## config.mk

```make
export PLATFORM = sky130hd
export DESIGN_NAME = alu_operand_sequencer
export DESIGN_NICKNAME = d
export VERILOG_FILES = /design/src/rtl/alu_operand_sequencer.sv
export SDC_FILE = /design/constraint.sdc
export NUM_CORES = 1
export LEC_CHECK = 0
export BUFFER_PORTS_ARGS = -buffer_cell sky130_fd_sc_hd__buf_2
export CAP_MARGIN = 5
export CORE_ASPECT_RATIO = 1.25
export CORE_MARGIN = 5
export CORE_UTILIZATION = 58
export CTS_CLUSTER_SIZE = 25
export DETAILED_ROUTE_END_ITERATION = 10
export HOLD_SLACK_MARGIN = 0.03
export PLACE_DENSITY = 0.82
export SLEW_MARGIN = 15
export SYNTH_ARGS = -nofsm -noshare
export SYNTH_HDL_FRONTEND = slang
export SYNTH_SLANG_ARGS = --single-unit
```

## constraint.sdc

```tcl
create_clock -name clk -period 3.96 [get_ports clk]
set_clock_uncertainty 0.05 [all_clocks]
set_input_delay 0.594 -clock clk [delete_from_list [all_inputs] [get_ports clk]]
set_output_delay 0.594 -clock clk [all_outputs]
set_load 0.02 [all_outputs]
```

## src/rtl/alu_operand_sequencer.sv

```systemverilog
// Operand/operation entry front-end for the 4-bit ALU: button sync, debounce, edge detect and entry FSM.
// Optional divide-by-zero rejection is enabled by defining ALU_SEQ_DIV_ZERO_GUARD_EN.
module alu_operand_sequencer #(
  parameter int N               = 4,
  parameter int DEBOUNCE_CYCLES = 250000
) (
  input  logic         clk,
  input  logic         rst,
  input  logic [N-1:0] sw,
  input  logic [1:0]   op_sw,
  input  logic         btn_enter,
  input  logic         btn_clear,
  output logic [N-1:0] firstNum,
  output logic [N-1:0] secNum,
  output logic [1:0]   operation,
  output logic [1:0]   stage,
  output logic         valid,
  output logic         err
);

  localparam int                CNT_W    = $clog2(DEBOUNCE_CYCLES);
  localparam logic [CNT_W-1:0]  CNT_LAST = CNT_W'(DEBOUNCE_CYCLES - 1);

  localparam logic [1:0] LOAD_A  = 2'b00;
  localparam logic [1:0] LOAD_B  = 2'b01;
  localparam logic [1:0] LOAD_OP = 2'b10;
  localparam logic [1:0] READY   = 2'b11;

  localparam logic [1:0] OP_DIV  = 2'b10;

  logic             sync_p0;
  logic             sync_p1;
  logic [CNT_W-1:0] cnt_p2;
  logic             stable_p2;
  logic             stable_p3;
  logic             press_p3;
  logic [1:0]       state;

  // Stage 0/1: two-flop synchronizer for the asynchronous button
  always_ff @(posedge clk) begin
    if (rst) begin
      sync_p0 <= 1'b0;
      sync_p1 <= 1'b0;
    end else begin
      sync_p0 <= btn_enter;
      sync_p1 <= sync_p0;
    end
  end

  // Stage 2: accept a new level only after DEBOUNCE_CYCLES consecutive differing samples
  always_ff @(posedge clk) begin
    if (rst) begin
      cnt_p2    <= '0;
      stable_p2 <= 1'b0;
    end else if (sync_p1 != stable_p2) begin
      if (cnt_p2 == CNT_LAST) begin
        stable_p2 <= sync_p1;
        cnt_p2    <= '0;
      end else begin
        cnt_p2 <= cnt_p2 + 1'b1;
      end
    end else begin
      cnt_p2 <= '0;
    end
  end

  // Stage 3: registered rising-edge pulse of the debounced level
  always_ff @(posedge clk) begin
    if (rst) begin
      stable_p3 <= 1'b0;
      press_p3  <= 1'b0;
    end else begin
      stable_p3 <= stable_p2;
      press_p3  <= stable_p2 & ~stable_p3;
    end
  end

  assign stage = state;

`ifdef ALU_SEQ_DIV_ZERO_GUARD_EN
  logic div_zero;
  assign div_zero = (op_sw == OP_DIV) && (secNum == '0);
`endif

  // Entry FSM; clear outranks a coincident press, which is dropped
  always_ff @(posedge clk) begin
    if (rst || btn_clear) begin
      state     <= LOAD_A;
      firstNum  <= '0;
      secNum    <= '0;
      operation <= 2'b00;
      valid     <= 1'b0;
`ifdef ALU_SEQ_DIV_ZERO_GUARD_EN
      err       <= 1'b0;
`endif
    end else if (press_p3) begin
      case (state)
        LOAD_A: begin
          firstNum <= sw;
          state    <= LOAD_B;
        end
        LOAD_B: begin
          secNum <= sw;
          state  <= LOAD_OP;
        end
        LOAD_OP: begin
`ifdef ALU_SEQ_DIV_ZERO_GUARD_EN
          if (div_zero) begin
            operation <= OP_DIV;
            err       <= 1'b1;
            valid     <= 1'b0;
          end else begin
            operation <= op_sw;
            valid     <= 1'b1;
          end
`else
          operation <= op_sw;
          valid     <= 1'b1;
`endif
          state <= READY;
        end
        default: begin
          // A press in READY restarts entry with the new first operand
          firstNum <= sw;
          valid    <= 1'b0;
`ifdef ALU_SEQ_DIV_ZERO_GUARD_EN
          err      <= 1'b0;
`endif
          state    <= LOAD_B;
        end
      endcase
    end
  end

`ifndef ALU_SEQ_DIV_ZERO_GUARD_EN
  assign err = 1'b0;
`endif

endmodule

```

# Word-level counts from Yosys, hierarchy flattened
# Cells that the tools add are included.
# word_totals
in_bits	10
out_inout_bits	14
ff_bits	36
# classes
n_eq_ne	4
addsub	1
bitwise_logic	5
muxes	2
n_reduce_logical	10
# op_table
operator	count
$add A18 B1 Y18 const B	1
$eq A18 B18 Y1 const B	1
$reduce_and A2 Y1	5
$not A1 Y1	4
$pmux W2 S2	1
$reduce_or A2 Y1	2
$reduce_or A3 Y1	1
$eq A2 B1 Y1 const B	1
$eq A2 B2 Y1 const B	1
$logic_not A2 Y1	1
$pmux W1 S2	1
$and A1 B1 Y1	1
$logic_or A1 B1 Y1	1
$ne A1 B1 Y1	1

# Depth between registers and ports, before layout
# depth
depth_word	4
mapped_depth	6
ltp_nobuf	6

# Worst setup path after synthesis
# No wires, ideal clock.
# synth_timing
kind	reg-to-reg
startpoint	register cnt_p2[13]
endpoint	register cnt_p2[10]
t_arrival_ns	1.794
setup_ns	0.115
period_less_slack_ns	1.959
path_slack_ns	2.001
stages_incl_launch_ff	6
path_buffers	1
t_required_ns	3.795
path_cell_list	dfxtp_1 or4_1 or4_4 o21ai_4 buf_6 nor2_1
# synth_via
elab_chain_cells	2
# synth_rtl
item	line_no	rtl
start: declaration	33	logic [CNT_W-1:0] cnt_p2;
start signal: assignment	60	cnt_p2 <= cnt_p2 + 1'b1;
$eq A18 B18 Y1	56	if (cnt_p2 == CNT_LAST) begin
$reduce_or A3 Y1 (no source line)	--	
# Every way passes these cells.
# A chain may end at the register's enable or synchronous reset.

# Worst setup path in the final report
# layout_timing
startpoint	register cnt_p2[13]
endpoint	register cnt_p2[5]
# The elaborated chain is that of the path after synthesis.

==> impl_metrics.py <==
metrics = {
    "critical_path": {
        "worstPathArrival_ns": 2.26,
        "start_kind": "register",
        "ff2ff_path_depth": 4,
        "end_kind": "register",
        "crit_type": "reg -> reg",
        "required_ns": 4.12,
        "crit_path_max_fanout": 18,
    },
    "place": {
        "place_area_um2": 1620,
        "dp_hpwl_mm": 2.152,
        "port_buffers": 22,
        "gp_congestion": 0.8616,
    },
    "route": {
        "drtPass1Iterations": 4,
        "initialDrtViolationCount": 28,
        "drt-vias-per-instance": 5.347,
        "route.detailed.drc": 0,
        "vias": 1203,
        "wirelength_mm": 2.794,
        "wl_per_cell_um": 12.42,
        "ant_nets": 0,
    },
    "clock_network": {
        "clockBufferDepth": 2,
        "numCtsBuffers": 5,
        "cts_resized": 0,
        "cts_tree": "done",
        "cts_sinks": 36,
        "clkLatencyLatePin_ns": 0.33,
        "cts_hold_buf": 0,
        "h-tree-depth": 2,
        "cts_root_buf": "clkbuf_4",
        "cts.clk_slew.worst_paths_ns": 0.10,
        "cts_setup_buffers": 0,
    },
    "run_status": {
        "status": "finished, final reports clean",
    },
    "layout": {
        "fillers": 207,
        "final_layout_size_suffix_gt1_share_pct": 16.67,
        "regArea_um2": 720.7,
        "n_antenna_cell": 0,
        "multi_input_area_um2": 721.9,
        "final_cell_area_um2": 1679,
        "nets": 205,
        "area_growth_pct": 12.02,
    },
    "floorplan": {
        "initial_utilization_pct": 61.12,
        "pin_count": 24,
        "die-width_um": 55.47,
        "die_area_um2": 3707,
        "coreArea_um2": 2452,
        "rows": 20,
        "die_h_um": 66.84,
    },
    "timing": {
        "setup_viol": 0,
        "finalCritPeriodShare_pct": 52.93,
        "clock.fmax_ghz": 0.4771,
        "rsz0062_at_grt": "no",
        "period_needed_ns": 2.096,
        "drv_slew": 0,
        "setup_tns_ns": 0,
        "hold_viol": 0,
    },
    "global_routing": {
        "use_met3_pct": 6.977,
        "grt_pass1_wl_mm": 5.030,
        "grt.busiest_layer": "met2",
        "met2_usage_pct": 34.47,
        "grt_use_total_pct": 17.62,
        "grt_use_met1_pct": 15.85,
        "antenna_found_initial": 0,
        "grt_pass1_vias": 1231,
        "grt_max_degree": 19,
        "grt-ovfl-total": 0,
    },
    "yosys": {
        "yosys_warnings": 0,
        "syn_area_um2": 1499,
        "ys_types": 29,
        "synth_nets": 181,
        "syn_inst": 167,
        "ys_ff_latch": 36,
        "ys_seq_area_share_pct": 48.08,
        "syn_avg_cell_area_um2": 8.976,
    },
    "power_and_ir_drop": {
        "power_uw": 573.8,
        "peakVddDrop_v": 0.0002778,
        "powerDensity_nw_per_um2": 341.7,
        "p_leak_nw": 0.6010,
    },
    "worst_hold_path": {
        "hold_depth": 1,
        "hp-class": "reg -> reg",
    },
    "job": {
        "drv_cap": 0,
    },
}
==> sequential cells by signal, summed over array words and instances, names as in the netlist <==
signal and flops:
sync_p1 1, stable_p3 1, sync_p0 1, stable_p2 1, firstNum 4, valid 1, cnt_p2 18, press_p3 1
secNum 4, stage 2, operation 2
==> cells by family after synthesis <==
kind of cell	Yosys count	share of synthesized area, %
AO/OA/AOI/OAI	13	5.593
XOR/XNOR	16	9.349
adder cells (fa/ha/maj)	4	3.339
buffers and inverters	12	3.757
flip-flops	36	48.08
multiplexers	5	3.339
other	1	0.2502
AND/OR/NAND/NOR	80	26.29
==> worst max-delay path: stages, from the launching register on <==
cell and delay [ns]:
dfxtp_1 0.36, or4_1 0.52, or4_4 0.55, o21ai_4 0.40, nor2_1 0.10
==> synthesized netlist by cell type <==
master	instances	area (um^2)
dfxtp_1	36	720.7
clkbuf_1	2	7.510
nand2b_1	2	12.51
nand2_1	13	48.80
xor2_1	1	8.760
nor2b_1	4	25.02
xnor2_1	15	131.4
ha_1	4	50.05
or3_1	1	6.260
nor4_1	5	31.28
a21oi_1	8	40.04
o41ai_1	2	17.52
nand4_1	4	25.02
or4b_1	2	20.02
nand4_2	1	12.51
or2_2	1	6.260
mux2i_1	5	50.05
conb_1	1	3.750
or4_4	1	11.26
inv_1	7	26.28
nor3_1	2	10.01
or4_1	1	7.510
nor2_1	30	112.6
o21ai_0	2	10.01
buf_6	1	11.26
nand3_1	13	65.06
o21ai_4	1	16.27
buf_4	1	7.510
buf_1	1	3.750
==> where the power goes <==
part | switching (mW) | leakage (nW) | internal (mW)
clock network | 0.110 | 0.0326 | 0.0876
logic | 0.00719 | 0.278 | 0.00493
registers | 0.000722 | 0.290 | 0.363
total | 0.118 | 0.601 | 0.455
==> layout by cell type, fill, tap and decap left out, types with 5 or more instances in the layout <==
master and instances:
dfxtp_1 36, nor2_1 30, buf_2 22, xnor2_1 15, nand3_1 13, nand2_1 13, a21oi_1 8, inv_1 7
nor4_1 5, mux2i_1 5, clkbuf_4 5
==> per-layer routing <==
metal,vias to the layer above,part of all wire (%)
li1,608,-
met1,560,39
met2,30,53
met3,5,5.8
met4,0,1.9
met5,-,0
==> cell type report <==
type,instances,area share [%]
multi-input combinational,119,43.00
sequential,36,42.92
inverter,7,1.565
clock buffer,8,3.502
timing repair buffer,22,6.557
tap,33,2.459
==> path summary, 6_finish.rpt <==
check	start	endpoint	slack [ns]
worst min-delay path	stable_p3	press_p3	0.36
worst min register to register	stable_p3	press_p3	0.36
worst max-delay path	cnt_p2[13]	cnt_p2[5]	1.86
worst max register to register	cnt_p2[13]	cnt_p2[5]	1.86
==> stage by stage <==
stage                     std cells  setup slack (ns)  util, %  hold WS (ns)
after floorplan                 167             2.001        -        0.3174
after global placement          217             1.917    66.07        0.3219
after detailed placement        217             1.848    66.07        0.3557
after CTS                       225             1.851    68.47        0.3713
after global routing            225             1.723    68.47        0.3976
final                           225             1.864    68.47        0.3624
No activity file was read; power rests on OpenSTA's default activity.
